## src/rtl/xm_run_controller.sv

```systemverilog
// Debug run-control sequencer: free-run, single/N-step and PC-breakpoint halts,
// always stopping the CPU on an instruction boundary.
module xm_run_controller #(
   parameter int PC_W  = 16,
   parameter int CNT_W = 8
) (
   input  logic             clk_i,
   input  logic             rst_i,
   input  logic             run_i,
   input  logic             step_i,
   input  logic [CNT_W-1:0] step_count_i,
   input  logic             bp_en_i,
   input  logic [PC_W-1:0]  bp_addr_i,
   input  logic [PC_W-1:0]  pc_i,
   input  logic             instr_done_i,
   output logic             halt_o,
   output logic             view_o,
   output logic             bp_hit_o,
   output logic [1:0]       state_o,
   output logic [CNT_W-1:0] instr_cnt_o
);

   typedef enum logic [1:0] {
      ST_HALTED  = 2'd0,
      ST_STEP    = 2'd1,
      ST_RUN     = 2'd2,
      ST_RELEASE = 2'd3
   } state_t;

   localparam logic [CNT_W-1:0] CNT_ONE = {{(CNT_W-1){1'b0}}, 1'b1};
   localparam logic [CNT_W-1:0] CNT_MAX = '1;

   state_t           state_q, state_d;
   logic [CNT_W-1:0] remaining_q, remaining_d;
   logic [CNT_W-1:0] cnt_q, cnt_d;
   logic             bp_hit_q, bp_hit_d;
   logic             step_q, step_d;
   logic             step_rise, bp_match;
   logic [CNT_W-1:0] cnt_inc;

   always_comb begin
      state_d     = state_q;
      remaining_d = remaining_q;
      cnt_d       = cnt_q;
      bp_hit_d    = bp_hit_q;
      step_d      = step_i;
      step_rise   = step_i & ~step_q;
      bp_match    = bp_en_i & instr_done_i & (pc_i == bp_addr_i);
      cnt_inc     = (cnt_q == CNT_MAX) ? cnt_q : cnt_q + CNT_ONE;

      case (state_q)
         ST_HALTED: begin
            if (step_rise) begin
               state_d     = ST_STEP;
               remaining_d = (step_count_i == '0) ? CNT_ONE : step_count_i;
               bp_hit_d    = 1'b0;
               cnt_d       = '0;
            end else if (run_i) begin
               state_d  = ST_RUN;
               bp_hit_d = 1'b0;
               cnt_d    = '0;
            end
         end
         ST_STEP: begin
            if (instr_done_i) begin
               remaining_d = remaining_q - CNT_ONE;
               cnt_d       = cnt_inc;
               if (bp_match) begin
                  state_d  = ST_RELEASE;
                  bp_hit_d = 1'b1;
               end else if (remaining_q == CNT_ONE) begin
                  state_d = ST_RELEASE;
               end
            end
         end
         ST_RUN: begin
            if (instr_done_i) begin
               cnt_d = cnt_inc;
               if (bp_match) begin
                  state_d  = ST_RELEASE;
                  bp_hit_d = 1'b1;
               end else if (!run_i) begin
                  state_d = ST_RELEASE;
               end
            end
         end
         ST_RELEASE: begin
            // Wait for button and switch to be let go so a held input cannot re-trigger.
            if (!(step_i | run_i)) state_d = ST_HALTED;
         end
         default: state_d = ST_HALTED;
      endcase
   end

   // step_q resets high so a button held through reset does not count as a press.
   always_ff @(posedge clk_i or posedge rst_i) begin
      if (rst_i) begin
         state_q     <= ST_HALTED;
         remaining_q <= '0;
         cnt_q       <= '0;
         bp_hit_q    <= 1'b0;
         step_q      <= 1'b1;
      end else begin
         state_q     <= state_d;
         remaining_q <= remaining_d;
         cnt_q       <= cnt_d;
         bp_hit_q    <= bp_hit_d;
         step_q      <= step_d;
      end
   end

   assign halt_o      = (state_q == ST_HALTED) || (state_q == ST_RELEASE);
   assign view_o      = (state_q == ST_HALTED);
   assign bp_hit_o    = bp_hit_q;
   assign state_o     = state_q;
   assign instr_cnt_o = cnt_q;

endmodule

```

## config.mk

```make
export PLATFORM = sky130hd
export DESIGN_NAME = xm_run_controller
export DESIGN_NICKNAME = d
export VERILOG_FILES = /design/src/rtl/xm_run_controller.sv
export SDC_FILE = /design/constraint.sdc
export NUM_CORES = 1
export LEC_CHECK = 0
export ABC_CLOCK_PERIOD_IN_PS = 5700
export CAP_MARGIN = 20
export CORE_MARGIN = 2
export CORE_UTILIZATION = 45
export CTS_CLUSTER_DIAMETER = 30
export CTS_CLUSTER_SIZE = 28
export DETAILED_ROUTE_END_ITERATION = 12
export GPL_ROUTABILITY_DRIVEN = 0
export HOLD_SLACK_MARGIN = 0.15
export PLACE_DENSITY = 0.92
export SLEW_MARGIN = 20
export SYNTH_ARGS = -nofsm -noshare
export SYNTH_HDL_FRONTEND = slang
export SYNTH_SLANG_ARGS = --single-unit
```

## constraint.sdc

```tcl
create_clock -name clk_i -period 5.7 [get_ports clk_i]
set_input_delay 1.14 -clock clk_i [delete_from_list [all_inputs] [get_ports clk_i]]
set_output_delay 1.14 -clock clk_i [all_outputs]
set_load 0.05 [all_outputs]
```

* After elaboration in Yosys (flattened, before gate mapping)
Index checks and enable logic that the tools add are counted.
** Cells by class
- Reductions and logical operators :: 10
- Add/subtract/negate cells :: 2
- Mux-type cells :: 24
- Bitwise operators :: 5
- Equal/unequal tests :: 16
** Operators with widths (count)
- 2-to-1 mux 8 bit :: 7
- one-hot mux 8 bit (2 select lines) :: 2
- 2-to-1 mux 2 bit :: 9
- equality test 16 bit :: 1
- adder 8 x 1 -> 8 bit, second input constant :: 1
- equality test 8 x 1 -> 1 bit, second input constant :: 1
- equality test 8 bit, second input constant :: 1
- zero test 8 bit :: 1
- inequality test 2 bit, second input constant :: 4
- one-hot mux 2 bit (4 select lines) :: 1
- AND reduction 4 bit :: 2
- subtractor 8 x 1 -> 8 bit, second input constant :: 1
- inequality test 2 x 1 -> 1 bit, second input constant :: 3
- inequality test 3 bit, second input constant :: 2
- AND reduction 6 bit :: 1
- equality test 2 bit, second input constant :: 2
- 2-to-1 mux 1 bit :: 4
- nonzero test 2 bit :: 2
- AND 1 bit :: 3
- inequality test 3 x 2 -> 1 bit, second input constant :: 1
- AND reduction 3 bit :: 1
- equality test 2 x 1 -> 1 bit, second input constant :: 1
- zero test 2 bit :: 1
- one-hot mux 1 bit (2 select lines) :: 1
- 4 further kinds :: 4
** Storage, ports and cells
- Bits in registers :: 20
- Output and inout bits :: 13
- Input port bits :: 46
- Word-level logic and storage cells :: 62

* Logic depth before layout (Yosys ltp)
- Depth in word-level cells :: 5
- Gate-level depth with buffers :: 8
- Gate-level depth less buffers :: 7

* Least setup slack after synthesis
Ideal clock, no wire load.
- Path kind :: reg-to-output
- Start point :: register state_q[0] (netlist: state_o[0])
- End point :: output port halt_o
- Data required time :: 4.560 ns
- Path slack :: 2.965 ns
- Arrival :: 1.595 ns
- Cell stages (with the launch flop) :: 4
- Path buffers :: 0
- Path through :: dfrtp_1 > inv_1 > ha_1 > inv_1
** On the way
- Longest elaborated chain between the ends :: 2
- Elaborated cells on any way between the ends :: 3
- Those cells by class :: 1 x eq/ne; 2 x reduce/logical
** RTL lines
- start: declaration :: line 33 : state_t state_q, state_d;
- start signal: assignment :: line 104 : state_q <= state_d;
- equality test 2 bit or zero test 2 bit (tied branches) :: line 112 : assign halt_o = (state_q == ST_HALTED) || (state_q == ST_RELEASE);
- logical OR 1 bit (*) :: line 112
- end: declaration :: line 16 : output logic halt_o,
Mark *: on every way between the ends. The rest lies on a longest branch, timed or not.

* Final worst setup path
Ends and elaborated chain as after synthesis.

==> results.yml <==
status:
  status: "finished clean"
die:
  core_um2: 3311
  rows: 21
  die_area_um2: 3924
  start_util_pct: 46.75
  ios: 59
  die_x_um: 62.65
  die_h_um: 62.65
logic_synthesis:
  yosys-top-cells-area: "dfrtp_1, xor2_1, ha_1"
  avgSynthCellArea_um2: 8.895
  synth_top_cell_by_area: "dfrtp_1"
  syn-cell-area_um2: 1548
  netlist.area_leader.share_pct: 30.72
  synth_cell_types: 41
  syn-num-nets: 229
  yosysSeqAreaShare_pct: 32.42
  netlist_instances: 174
  async_reset_ff_share_pct: 100.0
  ys_seq_elements: 20
  synth_commonest_cells: "dfrtp_1, nand2_1, xor2_1"
  ys.flop_type: "dfrtp_1"
  synth-edff-count: 0
  yosysMostFrequentCell: "dfrtp_1"
  yosys_warnings: 0
grt:
  antenna_found_initial: 0
  grt_pass1_wl_um: 6251
  grt_pass1_vias: 1463
  grt_max_degree: 21
  grt_util_all_layers_pct: 19.23
  gr-total-overflow: 0
route:
  wirelength_um: 3506
  dr.first_iter.drc_count: 30
  via_per_inst: 5.358
  wl_per_cell_um: 12.57
  num_vias: 1495
  drtAntennaViolNets: 0
  dr.pass1.iters: 5
  drc_errors: 0
layout:
  diodes: 0
  drive_gt1_share_pct: 5.150
  multiInputGateArea_um2: 996.0
  area_growth_pct: 43.82
  fin_nets: 289
  seq_area_um2: 501.7
  post-route-util_pct: 67.23
  design_area_um2: 2226
  fillers: 276
sta:
  fin_skew_ps: 2.408
  fin_crit_sh_pct: 59.17
  fin_ws_ps: 2327
  slew_headroom_pct: 39.51
  slew_violations: 0
  holdWs_ps: 523.4
  worstMarginPinSlew_ps: 901.3
  period_needed_ps: 3373
  max_freq_mhz: 296.5
  hold_viol: 0
  fin_tns_setup_ps: 0
  setup_violations: 0
  rsz0062_at_grt: "false"
clocking:
  clk_latency_ps: 310
  clkTransAtPathRegs_ps: 120
  root_buffer: "clkbuf_4"
  cts_made_buffers: 3
  tritoncts: "built"
  clock-sinks: 20
  cts_hold_buf: 0
  htree_levels: 1
  post_cts_buffers: 0
  postCtsResizedCells: 0
  clk_path_buf_depth: 2
worst_setup_path:
  worst_setup_path_end_kind: "primary output"
  path_max_fanout: 7
  r2r_cells: 6
  crit_path_max_incr_delay_ps: 810
  rrSetupSlack_ps: 2880
  r2r-end: "remaining_q[7]"
  crit_slowest_cell: "clkdlybuf4s50_1"
  crit_type: "reg2out"
  rr_startpoint: "state_o[1]"
  crit_required_ps: 4560
  cp.arrival_ps: 2230
  cp-start-kind: "register"
  crit_path_cell_trace: "inv_1, ha_1, inv_1, clkdlybuf4s50_1"
  cp_common_cell: "inv_1"
placement:
  pre_cts_slack_ps: 2649
  port-buffer-count: 58
  dpl_cell_area_um2: 2173
  dp_hpwl_um: 2866
pwr:
  peakVddDrop_mv: 0.1954
  p_per_area_nw_per_um2: 404.0
  p_leak_nw: 0.8993
flow_run:
  maxCapViolations: 0
hold_path:
  hold_depth: 1
  min_to: "bp_hit_o"
  hold_path_class: "reg2reg"
  hold_start: "bp_hit_o"
-- final cells by class --
class	instances	area share, %
inverter	10	1.686
multi-input combinational	141	44.74
sequential	20	22.54
timing repair buffer	58	26.08
clock inverter	1	1.349
clock buffer	3	1.012
tap	46	2.586
-- cells by family after synthesis --
logic type               share of synthesized area [%]
AO/OA/AOI/OAI                                    19.48
multiplexers                                     3.234
XOR/XNOR                                         11.32
buffers and inverters                            3.234
AND/OR/NAND/NOR                                  23.04
flip-flops                                       32.42
adder cells (fa/ha/maj)                          7.276
-- critical path, delay by kind of cell (launching register included) --
family     cells  cell delay (ps)
buf+inv        3             1070
fa+ha+maj      1              360
flops          1              480
-- cells in the final DEF, fill, tap and decap left out, drive strengths merged --
| master | count |
|---|---|
| clkdlybuf4s50 | 58 |
| dfrtp | 19 |
| nand2 | 16 |
| xor2 | 15 |
| nor2 | 14 |
| inv | 10 |
| nand3 | 10 |
| a21oi | 10 |
| ha | 9 |
| o21ai | 9 |
| o22a | 6 |
| nor4 | 6 |
| mux2i | 5 |
| xnor2 | 5 |
| nand4 | 4 |
| or4 | 4 |
| nand2b | 3 |
| nor3 | 3 |
| a31oi | 3 |
| clkbuf | 3 |
| nor2b | 2 |
| a22oi | 2 |
| o31ai | 2 |
| o21a | 2 |
| and2 | 2 |
| o21ba | 1 |
| o221ai | 1 |
| o41ai | 1 |
| a2bb2oi | 1 |
| and4 | 1 |
| a211oi | 1 |
| o211ai | 1 |
| a41oi | 1 |
| nor4b | 1 |
| bufinv | 1 |
| dfstp | 1 |
-- report_power, final --
part	total (W)	switching (W)	internal (W)
sequential	0.000242	0.0000566	0.000186
clock	0.000119	0.0000479	0.0000711
combinational	0.000538	0.000320	0.000218
-- registers in the layout (all words and copies together) (netlist names) --
| name | flops |
|---|---|
| remaining_q | 8 |
| step_q | 1 |
| bp_hit_o | 1 |
| instr_cnt_o | 8 |
| state_o | 2 |
-- layer usage --
metal / track usage [%] / part of all wire, % / up-vias
li1: - / - / 747
met1: 23.21 / 41 / 674
met2: 34.68 / 51 / 69
met3: 2.523 / 7.0 / 5
met4: 7.222 / 1.6 / 0
met5: 0 / 0 / -
-- through the flow --
stage                     std cells  total power, W
after floorplan                 174       0.0006291
after detailed placement        275       0.0007821
after global placement          275       0.0007695
after global routing            279       0.0009680
final                           279       0.0008993
after CTS                       279       0.0008992
-- worst max-delay path by stage --
stage                     slack, ps    startpoint  depth (start not counted)              to
final                          2330    state_o[0]                          4          halt_o
after detailed placement       2650  instr_done_i                          4  remaining_q[7]
after global routing           2210    state_o[1]                          4          halt_o
after CTS                      2330    state_o[0]                          4          halt_o
after floorplan                2960    state_o[0]                          3          halt_o
after global placement         2730    state_o[0]                          4          halt_o
Power figures use the tool's default switching activity.
==> RTL edit 1: new RTL, same flow settings <==
Make the reset (`rst_i`) synchronous in one clocked block.
--- a/src/rtl/xm_run_controller.sv
+++ b/src/rtl/xm_run_controller.sv
@@ -93,7 +93,7 @@
    end
 
    // step_q resets high so a button held through reset does not count as a press.
-   always_ff @(posedge clk_i or posedge rst_i) begin
+   always_ff @(posedge clk_i) begin
       if (rst_i) begin
          state_q     <= ST_HALTED;
          remaining_q <= '0;
Behaviour: differs if rst_i is asserted again (counterexample within 4 cycles, from zero or initial values and one cycle with rst_i high); with rst_i held inactive, the same outputs for 10 cycles.
==> RTL edit 1 against the unedited design <==
Non-clock buffer count stayed put. Clock skew rose by 4.2 ps. Utilization fell by 1.0 points. Synthesized cell count up 9.2%. Power down 18%. Synthesized area increased by 0.40%. Hold slack worse by 37 ps. Critical path depth did not move. Final area fell by 0.73%. First-iteration DRC count grew to 2.8 times the old value. Routed wire length up 8.9%. Sequential cell count is the same. Worst setup slack improved by 13 ps.
==> RTL edit 1: results (changes against the unedited design) <==
INFO  metric register_to_register_path_setup_slack = 3470 ps (+590 ps)
INFO  metric clockBufferDepth = 2 (unchanged)
INFO  metric fin_nets = 303 (+4.8%)
INFO  metric met3_usage = 4.144% (+1.6 points)
INFO  metric synth_nets = 245 (+7.0%)
INFO  metric synthCells = 190 (+9.2%)
INFO  metric worst_hold_path_type = reg -> reg
INFO  metric place_hpwl = 3063 um (+6.9%)
INFO  metric post_synth_num_cell_types = 52 (+27%)
INFO  metric synthTopCellsByCount = dfxtp_1 (20), nor2_1 (19), nand2_1 (14)
INFO  metric viasPerCell = 5.433 (+1.4%)
INFO  metric layout.cells.non_filler = 293 (+5.0%)
INFO  metric ctsRootBufferMaster = clkbuf_4
INFO  metric first_global_vias = 1651 (+13%)
INFO  metric clock_skew = 6.581 ps (+4.173 ps)
INFO  metric antenna_cells_inserted = 0 (unchanged)
INFO  metric post_synth_main_area_contributors = dfxtp_1 (26%), ha_1 (7.2%), xor2_1 (6.2%)
INFO  metric grtUsageMet2 = 39.52% (+4.8 points)
INFO  metric detailed_place.area = 2157 um^2 (-0.75%)
INFO  metric postSynth.asyncResetShare = 0% (-100 points)
INFO  metric met1_usage = 22.33% (-0.87 points)
INFO  metric grt_pass1_wl = 6775 um (+8.4%)
INFO  metric ir_worst_vdd = 0.0001701 V (-13%)
INFO  metric final_layout_size_suffix_gt1_share = 6.073% (+0.92 points)
INFO  metric run_status = finished, final reports clean
INFO  metric path_max_fanout = 10 (+3)
INFO  metric clk_pin_slew_worst_paths = 120 ps (about the same)
INFO  metric grt_usage = 20.64% (+1.4 points)
INFO  metric clock_insertion_delay_worst_skew = ~300 ps
INFO  metric syn2layout_area_growth = 42.19%
INFO  metric power.leakage = 0.7751 nW (-14%)
INFO  metric htree_num_levels = 1 (unchanged)
INFO  metric largest_net_degree_at_the_start_of_global_routing = 16 (-24%)
INFO  metric synth-main-ff-cell = dfxtp_1
INFO  metric post_cts_buffers = 0 (unchanged)
INFO  metric totalWireLength = 3817 um (+8.9%)
INFO  metric synth_seq_area_share = 25.76% (-6.7 points)
INFO  metric slew-limit-headroom = 62.25% (+23 points)
INFO  metric first_iter_violations = 85 (+180%)
INFO  metric drt_pass1_iterations = 4 (-1)
-- RTL edit 1: final cells by class --
class,instances,area (um^2)
clock buffer,3,22.52
clock inverter,1,30.03
fill,291,1127
inverter,14,52.55
multi-input combinational,151,1066
sequential,20,400.4
tap,46,57.56
timing repair buffer,58,580.6
-- RTL edit 1: power by group --
group          internal [mW]  leakage (nW)  switching, mW
clock network         0.0711        0.0279         0.0445
logic                  0.164         0.584          0.252
registers              0.169         0.163         0.0329
-- RTL edit 1: path summary, 6_finish.rpt --
kind,startpoint,to,cells after the start
setup / recovery,state_o[0],halt_o,4
hold / removal,bp_hit_o,bp_hit_o,2
setup reg to reg,state_o[1],state_o[1],7
hold reg to reg,bp_hit_o,bp_hit_o,2
-- RTL edit 1: tightest hold or removal path, delay by kind of cell, from the launching register on --
kind	cells	cell delay (ps)
AO/OA/AOI/OAI	1	50
buffers and inverters	1	60
flip-flops	1	340
-- RTL edit 1: kinds of logic after synthesis --
logic type	count (synthesis)	synth area share, %
muxes	3	1.932
xor gates and xnor gates	21	11.84
DFF	20	25.76
and+or+nand+nor	69	23.19
adders and majority gates	9	7.247
buffers and inverters	19	5.636
AOI/OAI and AO/OA	49	24.40
-- RTL edit 1: per-stage QoR --
step	utilization, %	hold WS, ps	power [mW]	setup WS (ps)
global placement	64.64	442.7	0.6069	2692
finish	66.22	486.0	0.7336	2340
detailed placement	64.64	467.0	0.6157	2685
floorplan	-	467.6	0.5046	2894
CTS	66.22	489.7	0.7355	2325
global route	66.22	524.7	0.7889	2244
-- RTL edit 1: metal layers --
| metal | part of all wire (%) | up-vias |
|---|---|---|
| met5 | 0 | - |
| met4 | 1.3 | 0 |
| met3 | 6.3 | 6 |
| met2 | 52 | 59 |
| met1 | 41 | 725 |
| li1 | - | 802 |
==> RTL edit 2: new RTL, same flow settings <==
Without the edit above. Set the parameter `CNT_W` to 6 (it was 8).
--- a/src/rtl/xm_run_controller.sv
+++ b/src/rtl/xm_run_controller.sv
@@ -2,7 +2,7 @@
 // always stopping the CPU on an instruction boundary.
 module xm_run_controller #(
    parameter int PC_W  = 16,
-   parameter int CNT_W = 8
+   parameter int CNT_W = 6
 ) (
    input  logic             clk_i,
    input  logic             rst_i,
Ports: changed (resized instr_cnt_o and step_count_i); port bits go from 59 to 55. The function was not compared with the original's and may differ.
==> RTL edit 2 against the unedited design <==
Non-clock buffer count decreased by 4. Global-route usage increased by 1.2 points. Synthesized area decreased by 14%. Routed wire length decreased by 9.4%. Count of clock-buffer cells in the layout increased by 1. Worst setup slack got worse by 45 ps. Power decreased by 8.8%. Critical path depth unchanged. Sequential cell count decreased by 4. Final area decreased by 15%. Critical path type unchanged. Largest cell class unchanged.
==> RTL edit 2: results (changes against the unedited design) <==
INFO  metric crit_path_top_delay_cell = clkdlybuf4s50_1
INFO  metric nFillCells = 229 (-17%)
INFO  metric post_cts_buffers = 0 (unchanged)
INFO  metric buffer_ports.inserted = 54 (-6.9%)
INFO  metric clock_insertion_delay_worst_skew = about 300 ps
INFO  metric fin_nets = 259 (-10%)
INFO  metric drt_pass1_iterations = 4 (-1)
INFO  metric share_of_synthesized_area_spent_on_multiplexers = 2.260% (-0.97 points)
INFO  metric grt_pass1_wl = 5416 um (-13%)
INFO  metric slew-limit-headroom = 56.88% (+17 points)
INFO  metric synth_compound_area_share = 23.45% (+4.0 points)
INFO  metric largest_net_degree_at_the_start_of_global_routing = 20 (-4.8%)
INFO  metric worst_hold_path_type = reg -> reg
INFO  metric place_hpwl = 2495 um (-13%)
INFO  metric worst_r2r_startpoint = state_o[1]
INFO  metric worst_ep_arrival_time = 2280 ps (+50 ps)
INFO  metric critPathLaunch = state_o[0]
INFO  metric synth_nets = 204 (-11%)
INFO  metric post_synth_main_area_contributors = dfrtp_1 (28%), ha_1 (8.5%), xor2_1 (7.3%)
INFO  metric cts-buffers-inserted = 3 (unchanged)
INFO  metric antenna_cells_inserted = 0 (unchanged)
INFO  metric ys.warnings.count = 0 (unchanged)
INFO  metric synth_seq_area_share = 30.23% (-2.2 points)
INFO  metric power.leakage = 0.7776 nW (-14%)
INFO  metric clk_pin_slew_worst_paths = 90 ps (-30 ps)
INFO  metric first_iter_violations = 58 (+93%)
INFO  metric cts_repair_resize_count = 0 (unchanged)
INFO  metric path_max_fanout = 8 (+1)
INFO  metric ctsRootBufferMaster = clkbuf_4
INFO  metric post_synth_num_cell_types = 46 (+12%)
INFO  metric totalWireLength = 3175 um (-9.4%)
INFO  metric grt_usage = 20.40% (+1.2 points)
INFO  metric synth-xor-area-share = 11.86% (+0.55 points)
INFO  metric ir_worst_vdd = 0.0005768 V (+200%)
INFO  metric synth.avg_cell_area = 8.800 um^2 (-1.1%)
INFO  metric clock_skew = 6.953 ps (+4.545 ps)
INFO  metric slowest_delay = roughly 800 ps
INFO  metric first_global_vias = 1295 (-11%)
INFO  metric clockBufferDepth = 2 (unchanged)
INFO  metric criticalPathCategory = reg -> out
INFO  metric final_layout_size_suffix_gt1_share = 5.366% (+0.22 points)
INFO  metric post_synth_fa_ha_maj_area_fraction = 8.475% (+1.2 points)
INFO  metric run_status = finished, final reports clean
INFO  metric antenna_violations_before_repair = 0 (unchanged)
INFO  metric holdCritStartpoint = bp_hit_o
INFO  metric htree_num_levels = 1 (unchanged)
INFO  metric synthTopCellsByCount = dfrtp_1 (15), nand2_1 (12), nor2_1 (12)
INFO  metric place.detailed.instances = 232 (-16%)
INFO  metric viasPerCell = 5.441 (+1.5%)
INFO  metric wl_per_cell = 13.45 um (+7.1%)
INFO  metric postSynth.asyncResetShare = 100.0% (unchanged)
## RTL edit 2: metrics by stage
stage | setup WS [ps] | instance area, um^2 | util, % | hold WS (ps)
after CTS | 2279 | 1903 | 68.42 | 506.7
after global routing | 2172 | 1903 | 68.42 | 520.6
after global placement | 2667 | 1877 | 67.48 | 494.2
after floorplan | 3004 | 1329 | - | 472.6
final | 2282 | 1903 | 68.42 | 506.9
after detailed placement | 2615 | 1877 | 67.48 | 484.2
## RTL edit 2: layout make-up
type	count	area share [%]
multi-input combinational	120	44.90
timing repair buffer	54	28.40
inverter	11	2.170
sequential	16	21.10
clock buffer	4	1.381
tap	31	2.038
## RTL edit 2: worst max-delay path: cells and delay by family (launching register included)
kind,cells,cell delay (ps)
buffers and inverters,3,1060
adder cells (fa/ha/maj),1,460
flip-flops,1,470
## RTL edit 2: path summary, 6_finish.rpt
path                       slack (ps)             end  cells past startpoint
max in group asynchronous        4060        bp_hit_o                      2
setup / recovery                 2280          halt_o                      4
hold / removal                    510        bp_hit_o                      1
min in group asynchronous        1230  remaining_q[5]                      2
hold reg to reg                   510        bp_hit_o                      1
setup reg to reg                 3470      state_o[0]                      7
## RTL edit 2: cell families after synthesis
group / after synthesis
simple gates: 50
compound gates: 40
fa+ha+maj: 9
xor+xnor: 18
buf+inv: 15
flops: 16
mux: 3
## RTL edit 2: layer usage
layer  track usage, %  routed length (um)  vias up  part of all wire [%]
li1                 -                   -      649                     -
met1            25.03                1347      585                    42
met2            34.99                1565       45                    49
met3            5.055                 231        5                   7.3
met4            6.645                  30        0                  0.94
met5                0                   0        -                     0
## RTL edit 2: power by group
group	internal [mW]	switching (mW)	leakage (nW)
sequential	0.157	0.0576	0.194
clock	0.0273	0.0377	0.0150
combinational	0.208	0.333	0.569
total	0.392	0.428	0.778
